$ cat src/rtl/fetch_seq_pkg.sv
// Shared types and constants for the instruction fetch sequencer.
package fetch_seq_pkg;

  typedef enum logic [1:0] {
    ST_BOOT = 2'd0,
    ST_REQ  = 2'd1,
    ST_HOLD = 2'd2
  } state_t;

  localparam int          INSTR_W = 32;
  localparam logic [31:0] PC_INC  = 32'd4;

  function automatic logic is_misaligned(input logic [31:0] addr);
    return addr[1:0] != 2'b00;
  endfunction

endpackage

$ cat src/rtl/pc_reg.sv
// Program counter register with load enable; resets asynchronously to RESET_VECTOR.
module pc_reg #(
  parameter logic [31:0] RESET_VECTOR = 32'h0000_0000
) (
  input  logic        clk,
  input  logic        rst_n,
  input  logic        load,
  input  logic [31:0] d,
  output logic [31:0] q
);

  always_ff @(posedge clk or negedge rst_n) begin
    if (!rst_n) begin
      q <= RESET_VECTOR;
    end else if (load) begin
      q <= d;
    end
  end

endmodule

$ cat src/rtl/fetch_sequencer.sv
// Instruction fetch sequencer: BOOT/REQ/HOLD fetch loop with redirect handling.
// Optional misaligned-redirect trap enabled by defining FETCH_SEQ_MISALIGN_TRAP_EN.
module fetch_sequencer
  import fetch_seq_pkg::*;
#(
  parameter logic [31:0] RESET_VECTOR = 32'h0000_0000,
  parameter logic [31:0] TRAP_VECTOR  = 32'h0000_0100
) (
  input  logic               clk,
  input  logic               rst_n,
  output logic               imem_req,
  output logic [31:0]        imem_addr,
  input  logic               imem_ready,
  input  logic [INSTR_W-1:0] imem_rdata,
  output logic               instr_valid,
  output logic [INSTR_W-1:0] instr,
  output logic [31:0]        instr_pc,
  input  logic               core_ready,
  input  logic               redirect_valid,
  input  logic [31:0]        redirect_target,
  input  logic               stall,
  output logic               misalign_err
);

`ifdef FETCH_SEQ_MISALIGN_TRAP_EN
  localparam bit TRAP_EN = 1'b1;
`else
  localparam bit TRAP_EN = 1'b0;
`endif

  state_t       state_reg, state_next;
  logic [31:0]  pc;
  logic [31:0]  pc_next;
  logic         pc_load;
  logic         capture;
  logic         clear;
  logic         mis_next;
  logic         mis_reg;
  logic         redir_mis;
  logic [31:0]  redir_pc;

  // Without the trap, a misaligned target is silently word-aligned.
  assign redir_mis = TRAP_EN && is_misaligned(redirect_target);
  assign redir_pc  = redir_mis ? TRAP_VECTOR : (redirect_target & ~32'h3);

  pc_reg #(.RESET_VECTOR(RESET_VECTOR)) u_pc_reg (
    .clk   (clk),
    .rst_n (rst_n),
    .load  (pc_load),
    .d     (pc_next),
    .q     (pc)
  );

  always_ff @(posedge clk or negedge rst_n) begin
    if (!rst_n) begin
      state_reg <= ST_BOOT;
    end else begin
      state_reg <= state_next;
    end
  end

  always_comb begin
    state_next = state_reg;
    pc_load    = 1'b0;
    pc_next    = pc;
    capture    = 1'b0;
    clear      = 1'b0;
    mis_next   = 1'b0;
    imem_req   = 1'b0;
    case (state_reg)
      ST_BOOT: begin
        state_next = ST_REQ;
        pc_load    = 1'b1;
        pc_next    = RESET_VECTOR;
      end
      ST_REQ: begin
        imem_req = !stall;
        // A redirect discards any same-cycle response and refetches from the target.
        if (redirect_valid) begin
          pc_load  = 1'b1;
          pc_next  = redir_pc;
          mis_next = redir_mis;
        end else if (!stall && imem_ready) begin
          capture    = 1'b1;
          pc_load    = 1'b1;
          pc_next    = pc + PC_INC;
          state_next = ST_HOLD;
        end
      end
      ST_HOLD: begin
        if (redirect_valid) begin
          clear      = 1'b1;
          pc_load    = 1'b1;
          pc_next    = redir_pc;
          mis_next   = redir_mis;
          state_next = ST_REQ;
        end else if (core_ready) begin
          clear      = 1'b1;
          state_next = ST_REQ;
        end
      end
      default: begin
        state_next = ST_BOOT;
      end
    endcase
  end

  always_ff @(posedge clk or negedge rst_n) begin
    if (!rst_n) begin
      instr_valid <= 1'b0;
      instr       <= '0;
      instr_pc    <= '0;
      mis_reg     <= 1'b0;
    end else begin
      mis_reg <= mis_next;
      if (capture) begin
        instr_valid <= 1'b1;
        instr       <= imem_rdata;
        instr_pc    <= pc;
      end else if (clear) begin
        instr_valid <= 1'b0;
      end
    end
  end

  assign imem_addr    = pc;
  assign misalign_err = mis_reg;

endmodule

$ cat config.mk
export PLATFORM = sky130hd
export DESIGN_NAME = fetch_sequencer
export DESIGN_NICKNAME = d
export VERILOG_FILES = /design/src/rtl/fetch_seq_pkg.sv /design/src/rtl/pc_reg.sv /design/src/rtl/fetch_sequencer.sv
export SDC_FILE = /design/constraint.sdc
export NUM_CORES = 1
export LEC_CHECK = 0
export ABC_CLOCK_PERIOD_IN_PS = 2300
export CORE_MARGIN = 5
export CORE_UTILIZATION = 41
export CTS_CLUSTER_SIZE = 8
export DETAILED_ROUTE_END_ITERATION = 10
export HOLD_SLACK_MARGIN = 0.08
export PLACE_DENSITY = 0.77
export SYNTH_ARGS = -nofsm -noshare
export SYNTH_HDL_FRONTEND = slang
export SYNTH_SLANG_ARGS = --single-unit
$ cat constraint.sdc
create_clock -name clk -period 2.3 [get_ports clk]
set_input_delay 0.46 -clock clk [delete_from_list [all_inputs] [get_ports clk]]
set_output_delay 0.46 -clock clk [all_outputs]
set_load 0.02 [all_outputs]
# == Word-level counts from Yosys, hierarchy flattened ==
# Index checks and enable logic that the tools add are counted.
# totals
memories,0
ram_bits,0
romBits,0
output_inout_bits,99
word_cells,41
inputBits,70
regBits,99
latch_bits,0
# op_classes
n_eq_ne,7
muxes,21
n_mul,0
n_addsub,1
n_reduce_logical,7
n_lt_le_gt_ge,0
shift,0
n_div,0
n_bitwise,0
# op_table
op,count
$mux W32,3
$pmux W32 S3,1
$add A32 B3 Y32 const B,1
$mux W1,11
$mux W2,4
$ne A2 B2 Y1 const B,3
$ne A3 B3 Y1 const B,2
$pmux W2 S3,1
$reduce_and A4 Y1,1
$pmux W1 S3,1
$reduce_and A3 Y1,1
$reduce_bool A3 Y1,1
$eq A2 B1 Y1 const B,1
$eq A2 B2 Y1 const B,1
$logic_not A2 Y1,1
$reduce_bool A2 Y1,1
$logic_and A1 B1 Y1,1
$logic_not A1 Y1,1

# == Depth between registers and ports, before layout ==
# Gate-level depths: netlist of run 1.
# depth
depth_word,6
mapped_depth,10
ltp_nobuf,7

# == Cells and area by module ==
# From an unflattened synthesis of run 1, not the netlist that was laid out.
# hier_totals
hier_cells,542
hier_area_um2,5738.0
# by_module_without_submodules
mod,cells_per_inst,area_each_um2,instances,seq_area_each_um2
fetch_sequencer,474,4393.0,1,1676.6
pc_reg,68,1345.0,1,800.8

# == Least setup slack after synthesis of run 1 ==
# OpenSTA, ideal clock, no wires.
# synth_path
path_type,reg-to-reg
start,register u_pc_reg.q[2]
end,register u_pc_reg.q[26]
slack_ns,0.042
setup_time_ns,0.119
arrival_ns,2.138
path_stages_with_launch,8
path_buffers,1
required_ns,2.181
period_less_slack_ns,2.258
path_cell_list,dfrtp_1 > ha_1 > nand4_1 > or4_1 > clkbuf_1 > nor3_1 > o21ai_0 > a21bo_2
# synth_between
elab_chain_len,4
# synth_lines
item,line_no,source
start: declaration,pc_reg.sv:9,output logic [31:0] q
start signal: assignment,pc_reg.sv:14,q <= RESET_VECTOR;
start signal: assignment,pc_reg.sv:16,q <= d;
$add A32 B3 Y32,fetch_sequencer.sv:86,pc_next = pc + PC_INC;
$mux W32,fetch_sequencer.sv:83,end else if (!stall && imem_ready) begin
$mux W32,fetch_sequencer.sv:79,if (redirect_valid) begin
$pmux W32 S3,fetch_sequencer.sv:70,case (state_reg)
# Every way passes these cells. The select of a mux whose other input is x is not followed.
# A chain may end at the register's enable or synchronous reset.

# == Worst setup path in the final report of run 1 ==
# layout_path
start,register state_reg[1]
end,output port imem_req
# layout_between
elab_chain_len,2
# layout_lines
item,line_no,source
start: declaration,fetch_sequencer.sv:31,"state_t state_reg, state_next;"
start signal: assignment,fetch_sequencer.sv:58,state_reg <= state_next;
$eq A2 B1 Y1,fetch_sequencer.sv:70,
$mux W1,fetch_sequencer.sv:70,
end: declaration,fetch_sequencer.sv:11,"output logic imem_req,"
# Every way passes these cells.

==> metrics.yaml, run 1 <==
status: "finished clean"
start_util: 0.4131
grt_util_all_layers: 0.1941
ff_latch_area_sq_mm: 0.002377
dieArea_sq_mm: 0.01364
die_x_um: 116.8
power.total_uw: 9042
io_pins: 169
slew_headroom: 0.6129
clk_latency_ps: 330
p_per_area_mw_per_mm2: 1297
crit_arrival_ps: 1700
reg_top3: "instr: 32 flops, instr_pc: 30 flops, u_pc_reg.q: 30 flops"
drive_above_1_share: 0.2039
min_period_ps: 2165
required_ps: 1840
period_share: 0.9411
wl_met1_um: 5433
cts_tree: "yes"
cts_htree_levels: 3
grt_max_degree: 96
hold_buffers: 0
drt_iter0_markers: 192
numCtsBuffers: 9
ant_nets: 0
path_class: "register to output pin"
cp_cell_sequence: "inv_1 > ha_2 > buf_4 > nor2b_1 > clkdlybuf4s15_1"
synth_seq_area_share: 0.5083
regMostFlops: "instr"
fillCellCount: 921
r2r_start: "state_reg[1]$_DFFE_PN0P_"
multiInputGateArea_sq_mm: 0.002143
syn_area_sq_mm: 0.004677
port-buffer-count: 161
cts_root_buf: "clkbuf_16"
cpPeakStageDelay_ps: 410
fin_setup_tns_ps: 0
synth_edf_count: 0
wl_um: 13330
finalHoldViolCount: 0
startpoint_type: "register"
syn_inst: 429
async_flop_share: 1.000
worst_path_max_delay_cell: "dfrtp_1"
drv_slew: 0
largest_reg_flops: 32
hold_path_class: "input port to async pin"
dp_slack_ps: -123.2
dr_wl_met2_um: 6432
viasPerCell: 5.489
cp_max_fo: 9
worst_slew_pin_slew_ps: 580.6
antenna_found_initial: 0
remaining_drc_errors: 0
vias: 4177
synth.distinct_cells: 50
crit_start: "state_reg[1]$_DFFE_PN0P_"
final_net_count: 689
top_layer: "met4"
wl_per_cell_um: 17.51
grt_pass1_wl_um: 21060
ys.warnings.count: 0
endpoint_kind: "output pin"
synthFlopType: "dfrtp_1"
r2r_end: "u_pc_reg.q[22]$_DFFE_PN0P_"
met3_length_um: 1221
overflow: 0
dp_hpwl_um: 9959
area_growth_syn_to_layout_pct: 49.06
crit_cells: 5
p_leak_uw: 0.002916
fin_skew_ps: 6.485
crit_buf_inv: 3
cpLargestDelayFamily: "buffers and inverters"
reg2regPathDepth: 7
max_freq_ghz: 0.4620
cts_setup_buffers: 0
diodes: 0
setup_violations: 0
clkTransAtPathRegs_ps: 60
fp-row-count: 39
drtPass1Iterations: 5
die_h_um: 116.8
cts.sinks: 95
rsz0062_at_grt: "no"
first_global_vias: 4248
cap_violations: 0
ir_worst_vdd_mv: 0.6194
avgSynthCellArea_sq_um: 10.90
core_region_area_sq_mm: 0.01132
synth-seq-cells: 95
rrSetupSlack_ps: 140
setup_slack_ps: 135.4
place_congestion: 0.8817
clockBufferDepth: 2
cell usage in the layout (no fill, tap or decap), types with 5 or more instances in the layout:
cell,instances
a21oi_1,14
a22oi_1,9
and3_1,5
buf_4,40
clkbuf_16,9
clkdlybuf4s50_1,159
conb_1,5
dfrtp_1,95
inv_1,8
mux2_2,62
nand2_1,31
nand2b_1,7
nand3_1,15
nand4_1,10
nor2_1,17
nor3_1,13
nor4_1,9
o211ai_1,5
o21ai_0,25
or4_1,6
kinds of logic (layout without fill, tap and decap cells):
| kind of cell | count (synthesis) | count (layout) | synth area share |
|---|---|---|---|
| fa+ha+maj | 5 | 5 | 0.01338 |
| buf+inv | 41 | 226 | 0.04013 |
| other cells | 1 | 5 | 0.0008018 |
| compound gates | 91 | 91 | 0.1322 |
| xor+xnor | 4 | 4 | 0.007492 |
| simple gates | 128 | 128 | 0.1442 |
| mux | 64 | 64 | 0.1536 |
| flops | 95 | 95 | 0.5083 |
power breakdown:
group / internal, uW / switching, uW / total [uW] / leakage (uW)
clock network: 833 / 591 / 1420 / 0.000135
logic: 2330 / 2360 / 4690 / 0.00154
registers: 2400 / 530 / 2930 / 0.00124
total: 5560 / 3480 / 9040 / 0.00292
Yosys cell counts, drive strengths merged (2+ instances only):
cell    number  area [sq um]
o41ai        3         26.28
and2         2         12.52
nor3        13         65.06
o211ai       5         37.54
o22ai        4         25.02
a21oi       14         70.07
dfrtp       95          2377
mux2i        2         20.02
nand4       11         83.83
o311ai       2         17.52
a21bo        2         20.02
o31ai        3         22.52
a221o        3         30.03
nor2        18         67.56
and4         2         17.52
xnor2        2         17.52
nand3       15         75.07
a21o         3         22.52
ha           5         62.56
nor4         9         56.30
nor2b        4         25.02
clkbuf      17         65.06
a32oi        3         26.28
buf         16         92.59
nor3b        2         15.01
a22o         4         35.03
nand2       32         120.1
or4          7         52.55
o21ai       27         135.1
nand2b       7         43.79
a22oi        9         67.56
inv          8         30.03
mux2        62         698.2
and3         5         31.28
a31oi        3         18.77
xor2         2         17.52
per-stage QoR:
stage	area, sq um	std cells	hold WS [ps]	utilization
2_1_floorplan	4692	433	164.4	-
3_3_place_gp	6683	746	464.0	0.5903
3_5_place_dp	6683	746	469.4	0.5903
4_1_cts	6962	761	200.3	0.6149
5_1_grt	6972	761	212.9	0.6158
6_report	6972	761	148.6	0.6158
worst max path at each step:
stage | endpoint
after floorplan | u_pc_reg.q[26]$_DFFE_PN0P_
after global placement | u_pc_reg.q[22]$_DFFE_PN0P_
after detailed placement | u_pc_reg.q[5]$_DFFE_PN0P_
after CTS | u_pc_reg.q[5]$_DFFE_PN0P_
after global routing | u_pc_reg.q[20]$_DFFE_PN0P_
final | imem_req
cell type report:
cell class                      count  share of cell area
Clock buffer                       11             0.03338
Multi-Input combinational cell    297              0.3074
Tap cell                          143             0.02566
Sequential cell                    95              0.3410
Timing Repair Buffer              203              0.2814
Inverter                            8            0.004307
Clock inverter                      4            0.006820
routing by layer:
| metal | GRT usage | vias to the layer above |
|---|---|---|
| met5 | 0 | - |
| met4 | 0.06040 | 0 |
| met3 | 0.05347 | 21 |
| met2 | 0.3246 | 183 |
| met1 | 0.2462 | 2021 |
| li1 | - | 1952 |
worst reg2reg max path, cell delays in order, from the launching register on:
cell and delay (ps):
dfrtp_1 410, inv_1 120, ha_2 220, nand2b_1 80
or4_1 590, buf_4 210, o41ai_1 310, a221o_1 150
what timing repair did:
item / CTS / global route
gates cloned: 0 / 0
gates resized for setup: 1 / 5
pin swaps: 0 / 1
setup endpoints to repair: 1 / 19
Power figures use the tool's default switching activity.
==> run 2, diff against run 1 <==
--- a/config.mk
+++ b/config.mk
@@ -12,6 +12,7 @@
 export DETAILED_ROUTE_END_ITERATION = 10
 export HOLD_SLACK_MARGIN = 0.08
 export PLACE_DENSITY = 0.77
+export SKIP_CTS_REPAIR_TIMING = 1
 export SYNTH_ARGS = -nofsm -noshare
 export SYNTH_HDL_FRONTEND = slang
 export SYNTH_SLANG_ARGS = --single-unit
==> run 2 against run 1 <==
  * Clock skew rose by 1.1 ps
  * Final cell count unchanged
  * Maximum frequency increased by 0.33%
  * Setup slack better by 7.1 ps
  * Critical path depth increased by 2
  * Non-clock buffer count unchanged
  * Highest routed layer unchanged
==> metrics.yaml, run 2 (synthesis gave the netlist of run 1 again) <==
fin_setup_tns_ps: 0  # unchanged
numCtsBuffers: 9  # unchanged
clockBufferDepth: 2  # unchanged
setup_violations: 0  # unchanged
wl_um: 13360  # +0.23%
seqPwrFrac: 0.324  # about the same
dieArea_sq_mm: 0.01364  # unchanged
drtPass1Iterations: 4  # -1
fillCellCount: 922  # +0.11%
endpoint_kind: "register"
pwr-share-comb: 0.519  # about the same
fp-row-count: 39  # unchanged
slew_headroom: 0.6175  # +0.004535
rsz0062_at_grt: "no"
utilization: 0.6160  # about the same
drv_slew: 0  # unchanged
cts_tree: "yes"
reg_top3: "instr: 32 flops, instr_pc: 30 flops, u_pc_reg.q: 30 flops"
core_region_area_sq_mm: 0.01132  # unchanged
final_net_count: 689  # unchanged
diodes: 0  # unchanged
power.total_uw: 9046  # about the same
layout_common_cells: "clkdlybuf4s50_1, dfrtp_1, mux2_2"
p_clk_frac: 0.158  # about the same
required_ps: 2570  # +730 ps
grt_util_all_layers: 0.1941  # unchanged
min_period_ps: 2157  # -7.095 ps
ant_nets: 0  # unchanged
p_leak_uw: 0.002930  # +0.48%
power.switching_uw: 3482  # about the same
ir_worst_vdd_mv: 0.6194  # about the same
dp_slack_ps: -123.2  # unchanged
drt_iter0_markers: 197  # +2.6%
cap_violations: 0  # unchanged
grt_max_degree: 96  # unchanged
reg2regPathDepth: 7  # unchanged
place_congestion: 0.8817  # unchanged
overflow: 0  # unchanged
antenna_found_initial: 0  # unchanged
wl_per_cell_um: 17.55  # +0.23%
remaining_drc_errors: 0  # unchanged
crit_arrival_ps: 2430  # +730 ps
drive_above_1_share: 0.2039  # unchanged
regMostFlops: "instr"
die_h_um: 116.8  # unchanged
swShare: 0.3849  # about the same
worst_slew_pin_slew_ps: 573.8  # -6.802 ps
power.internal_uw: 5564  # about the same
startpoint_type: "register"
hold_path_class: "input port to async pin"
cp_max_fo: 7  # -2
path_class: "register to register"
die_x_um: 116.8  # unchanged
cts.sinks: 95  # unchanged
port-buffer-count: 161  # unchanged
grt_pass1_wl_um: 21060  # unchanged
clkTransAtPathRegs_ps: 60  # about the same
largest_reg_flops: 32  # unchanged
clk_latency_ps: 330  # about the same
final_common_cell: "clkdlybuf4s50_1"
p_per_area_mw_per_mm2: 1297  # about the same
area_growth_syn_to_layout_pct: 49.12  # about the same
first_global_vias: 4248  # unchanged
cts_htree_levels: 3  # unchanged
cts_root_buf: "clkbuf_16"
dp_hpwl_um: 9959  # unchanged
period_share: 0.9380  # -0.003085
start_util: 0.4131  # unchanged
setup_slack_ps: 142.5  # +7.095 ps
viasPerCell: 5.495  # +0.12%
vias: 4182  # +0.12%
max_freq_ghz: 0.4635  # +0.33%
io_pins: 169  # unchanged
finalHoldViolCount: 0  # unchanged
fin_skew_ps: 7.578  # +1.093 ps
status: "finished clean"
[run 2: changes by cell type in the layout (fill, tap and decap cells not counted), sizes merged]
cell | before | now
dlymetal6s2s | 0 | 1
clkdlybuf4s15 | 1 | 0
[run 2: worst paths after layout]
path                                         endpoint  slack [ps]                      from
min                              instr[2]$_DFFE_PN0P_         150                     rst_n
min reg2reg                   instr_valid$_DFFE_PN0P_         480   instr_valid$_DFFE_PN0P_
max                        u_pc_reg.q[22]$_DFFE_PN0P_         140  state_reg[1]$_DFFE_PN0P_
max reg2reg                u_pc_reg.q[22]$_DFFE_PN0P_         140  state_reg[1]$_DFFE_PN0P_
min in group clk              instr_valid$_DFFE_PN0P_         480   instr_valid$_DFFE_PN0P_
max in group asynchronous  u_pc_reg.q[14]$_DFFE_PN0P_        1720                     rst_n
[run 2: cell type report]
| class | count | area (sq um) | share of cell area |
|---|---|---|---|
| tap | 143 | 178.9 | 0.02565 |
| inverter | 8 | 30.03 | 0.004306 |
| multi-input combinational | 297 | 2143 | 0.3073 |
| sequential | 95 | 2377 | 0.3409 |
| clock buffer | 11 | 232.7 | 0.03337 |
| timing repair buffer | 203 | 1964 | 0.2817 |
| clock inverter | 4 | 47.55 | 0.006817 |
[run 2: metal layers]
| metal | routed length (um) | vias up | track usage |
|---|---|---|---|
| met5 | 0 | - | 0 |
| met2 | 6448 | 175 | 0.3246 |
| li1 | - | 1953 | - |
| met4 | 238 | 0 | 0.06040 |
| met1 | 5482 | 2033 | 0.2462 |
| met3 | 1186 | 21 | 0.05347 |
[run 2: per-stage QoR]
stage                     std cells  hold WS [ps]  cell area [sq um]
after floorplan                 433         164.4               4692
after global placement          746         464.0               6683
after detailed placement        746         469.4               6683
after CTS                       761         200.3               6963
after global routing            761         212.9               6974
final                           761         150.5               6974
[run 2: power groups by stage]
stage                     clock network (uW)  logic, uW  registers (uW)
after floorplan                            0       1440            3810
after global placement                     0       4620            2900
after detailed placement                   0       4710            2960
after CTS                               1460       4720            2940
after global routing                    1530       5020            3040
final                                   1430       4690            2930
[run 2: worst max-delay path, stage by stage, from the launching register on]
cell	delay, ps
dfrtp_1	410
inv_1	120
ha_2	220
nand2b_1	80
or4_1	590
buf_4	210
o41ai_1	310
a221o_1	150
==> run 3, diff against run 2 <==
--- a/config.mk
+++ b/config.mk
@@ -12,6 +12,7 @@
 export DETAILED_ROUTE_END_ITERATION = 10
 export HOLD_SLACK_MARGIN = 0.08
 export PLACE_DENSITY = 0.77
+export REMOVE_ABC_BUFFERS = 1
 export SKIP_CTS_REPAIR_TIMING = 1
 export SYNTH_ARGS = -nofsm -noshare
 export SYNTH_HDL_FRONTEND = slang
==> run 3 against run 2 <==
  * Sequential cell count unchanged
  * Maximum frequency decreased by 1.6%
  * Sequential share of layout area decreased by 0.079 points
  * Core utilization increased by 0.14 points
  * Critical endpoint unchanged
  * Largest power group unchanged
==> metrics.yaml, run 3 (synthesis gave the netlist of run 1 again) <==
dieArea_sq_mm: 0.01364  # unchanged
fp-row-count: 39  # unchanged
p_leak_uw: 0.002940  # +0.34%
drive_above_1_share: 0.2090  # +0.005120
crit_arrival_ps: 2400  # -30 ps
max_freq_ghz: 0.4562  # -1.6%
grt_util_all_layers: 0.1986  # +0.004513
worst_slew_pin_slew_ps: 652.1  # +78.35 ps
regMostFlops: "instr"
die_x_um: 116.8  # unchanged
ant_nets: 0  # unchanged
clkTransAtPathRegs_ps: 60  # about the same
clockBufferDepth: 2  # unchanged
fin_hold_ws_ps: 480.5  # +330.0 ps
die_h_um: 116.8  # unchanged
rsz0062_at_grt: "no"
ir_worst_vdd_mv: 0.6786  # +9.6%
path_class: "register to register"
min_period_ps: 2192  # +34.53 ps
cap_violations: 0  # unchanged
layout_common_cells: "clkdlybuf4s50_1, dfrtp_1, mux2_2"
setup_slack_ps: 108.0  # -34.53 ps
reg_top3: "instr: 32 flops, instr_pc: 30 flops, u_pc_reg.q: 30 flops"
final_common_cell: "clkdlybuf4s50_1"
cp_max_fo: 11  # +4
wl_um: 13730  # +2.8%
first_global_vias: 4424  # +4.1%
drv_slew: 0  # unchanged
finalHoldViolCount: 0  # unchanged
fillCellCount: 915  # -0.76%
area_growth_syn_to_layout_pct: 49.46
core_region_area_sq_mm: 0.01132  # unchanged
cts_tree: "yes"
vias: 4258  # +1.8%
final_net_count: 692  # +0.44%
diodes: 0  # unchanged
cts_root_buf: "clkbuf_16"
startpoint_type: "register"
dp_slack_ps: -164.2  # -41.01 ps
endpoint_kind: "register"
remaining_drc_errors: 0  # unchanged
required_ps: 2510  # -60 ps
hold_path_class: "register to register"
ff_latch_area_sq_mm: 0.002377  # unchanged
status: "finished clean"
cts_htree_levels: 3  # unchanged
grt_pass1_wl_um: 21710  # +3.1%
setup_violations: 0  # unchanged
dp_hpwl_um: 10350  # +3.9%
start_util: 0.4131  # unchanged
drt_iter0_markers: 294  # +49%
utilization: 0.6175  # +0.001437
multiInputGateArea_sq_mm: 0.002143  # unchanged
place_congestion: 0.8965  # +1.7%
fin_skew_ps: 9.194  # +1.615 ps
numCtsBuffers: 9  # unchanged
clk_latency_ps: 330  # about the same
p_per_area_mw_per_mm2: 1303  # +0.44%
slew_headroom: 0.5612  # -0.05624
cts.sinks: 95  # unchanged
stdcell_count: 765  # +0.53%
dp_cells: 748  # +0.27%
port-buffer-count: 161  # unchanged
viasPerCell: 5.566  # +1.3%
io_pins: 169  # unchanged
grt_max_degree: 48  # -50%
overflow: 0  # unchanged
period_share: 0.9530  # +0.01501
wl_per_cell_um: 17.94  # +2.2%
drtPass1Iterations: 5  # +1
antenna_found_initial: 0  # unchanged
largest_reg_flops: 32  # unchanged
-- run 3: cell count changes in the layout (fill, tap and decap cells not counted), sizes merged --
cell	change
clkinv	-1
dlygate4sd3	+1
buf	+2
clkinvlp	+1
bufinv	-1
inv	+2
-- run 3: final timing paths --
check | slack (ps) | from | cells past startpoint | to
min in group asynchronous | 560 | rst_n | 2 | u_pc_reg.q[25]$_DFFE_PN0P_
setup reg to reg | 110 | state_reg[1]$_DFFE_PN0P_ | 7 | u_pc_reg.q[22]$_DFFE_PN0P_
max in group asynchronous | 1060 | rst_n | 3 | instr_pc[13]$_DFFE_PN0P_
setup / recovery | 110 | state_reg[1]$_DFFE_PN0P_ | 7 | u_pc_reg.q[22]$_DFFE_PN0P_
hold / removal | 480 | instr_valid$_DFFE_PN0P_ | 1 | instr_valid$_DFFE_PN0P_
hold reg to reg | 480 | instr_valid$_DFFE_PN0P_ | 1 | instr_valid$_DFFE_PN0P_
-- run 3: area by class of cell --
cell class / instances / share of cell area
clock buffer: 11 / 0.03472
clock inverter: 5 / 0.005907
inverter: 8 / 0.004296
multi-input combinational: 297 / 0.3066
sequential: 95 / 0.3401
tap: 143 / 0.02560
timing repair buffer: 206 / 0.2828
-- run 3: metrics by stage --
stage	power [uW]	instance area [sq um]	TNS, ps
floorplan	5166	4534	-124860
global placement	7561	6685	-1240
detailed placement	7728	6685	-2312
CTS	9173	6969	-132.1
global route	9614	6990	0
finish	9106	6990	0
-- run 3: per-layer routing --
layer | vias to the layer above | GRT usage | wire length, um | share of wire
met5 | - | 0 | 0 | 0
met4 | 0 | 0.05581 | 206 | 0.015
met3 | 25 | 0.04370 | 1168 | 0.085
met2 | 208 | 0.3421 | 6854 | 0.50
met1 | 2076 | 0.2529 | 5498 | 0.40
li1 | 1949 | - | - | -
-- run 3: power by group --
part	switching [uW]	total [uW]	internal, uW
Combinational	2450	4800	2360
Sequential	493	2890	2400
Clock	641	1410	773
Total	3580	9110	5530
-- run 3: worst max-delay path, stage by stage (launching register included) --
cell and delay, ps:
dfrtp_1 410, inv_1 110, ha_2 250, buf_4 160
nor3_1 80, a2111o_1 490, buf_4 220, a221o_1 350
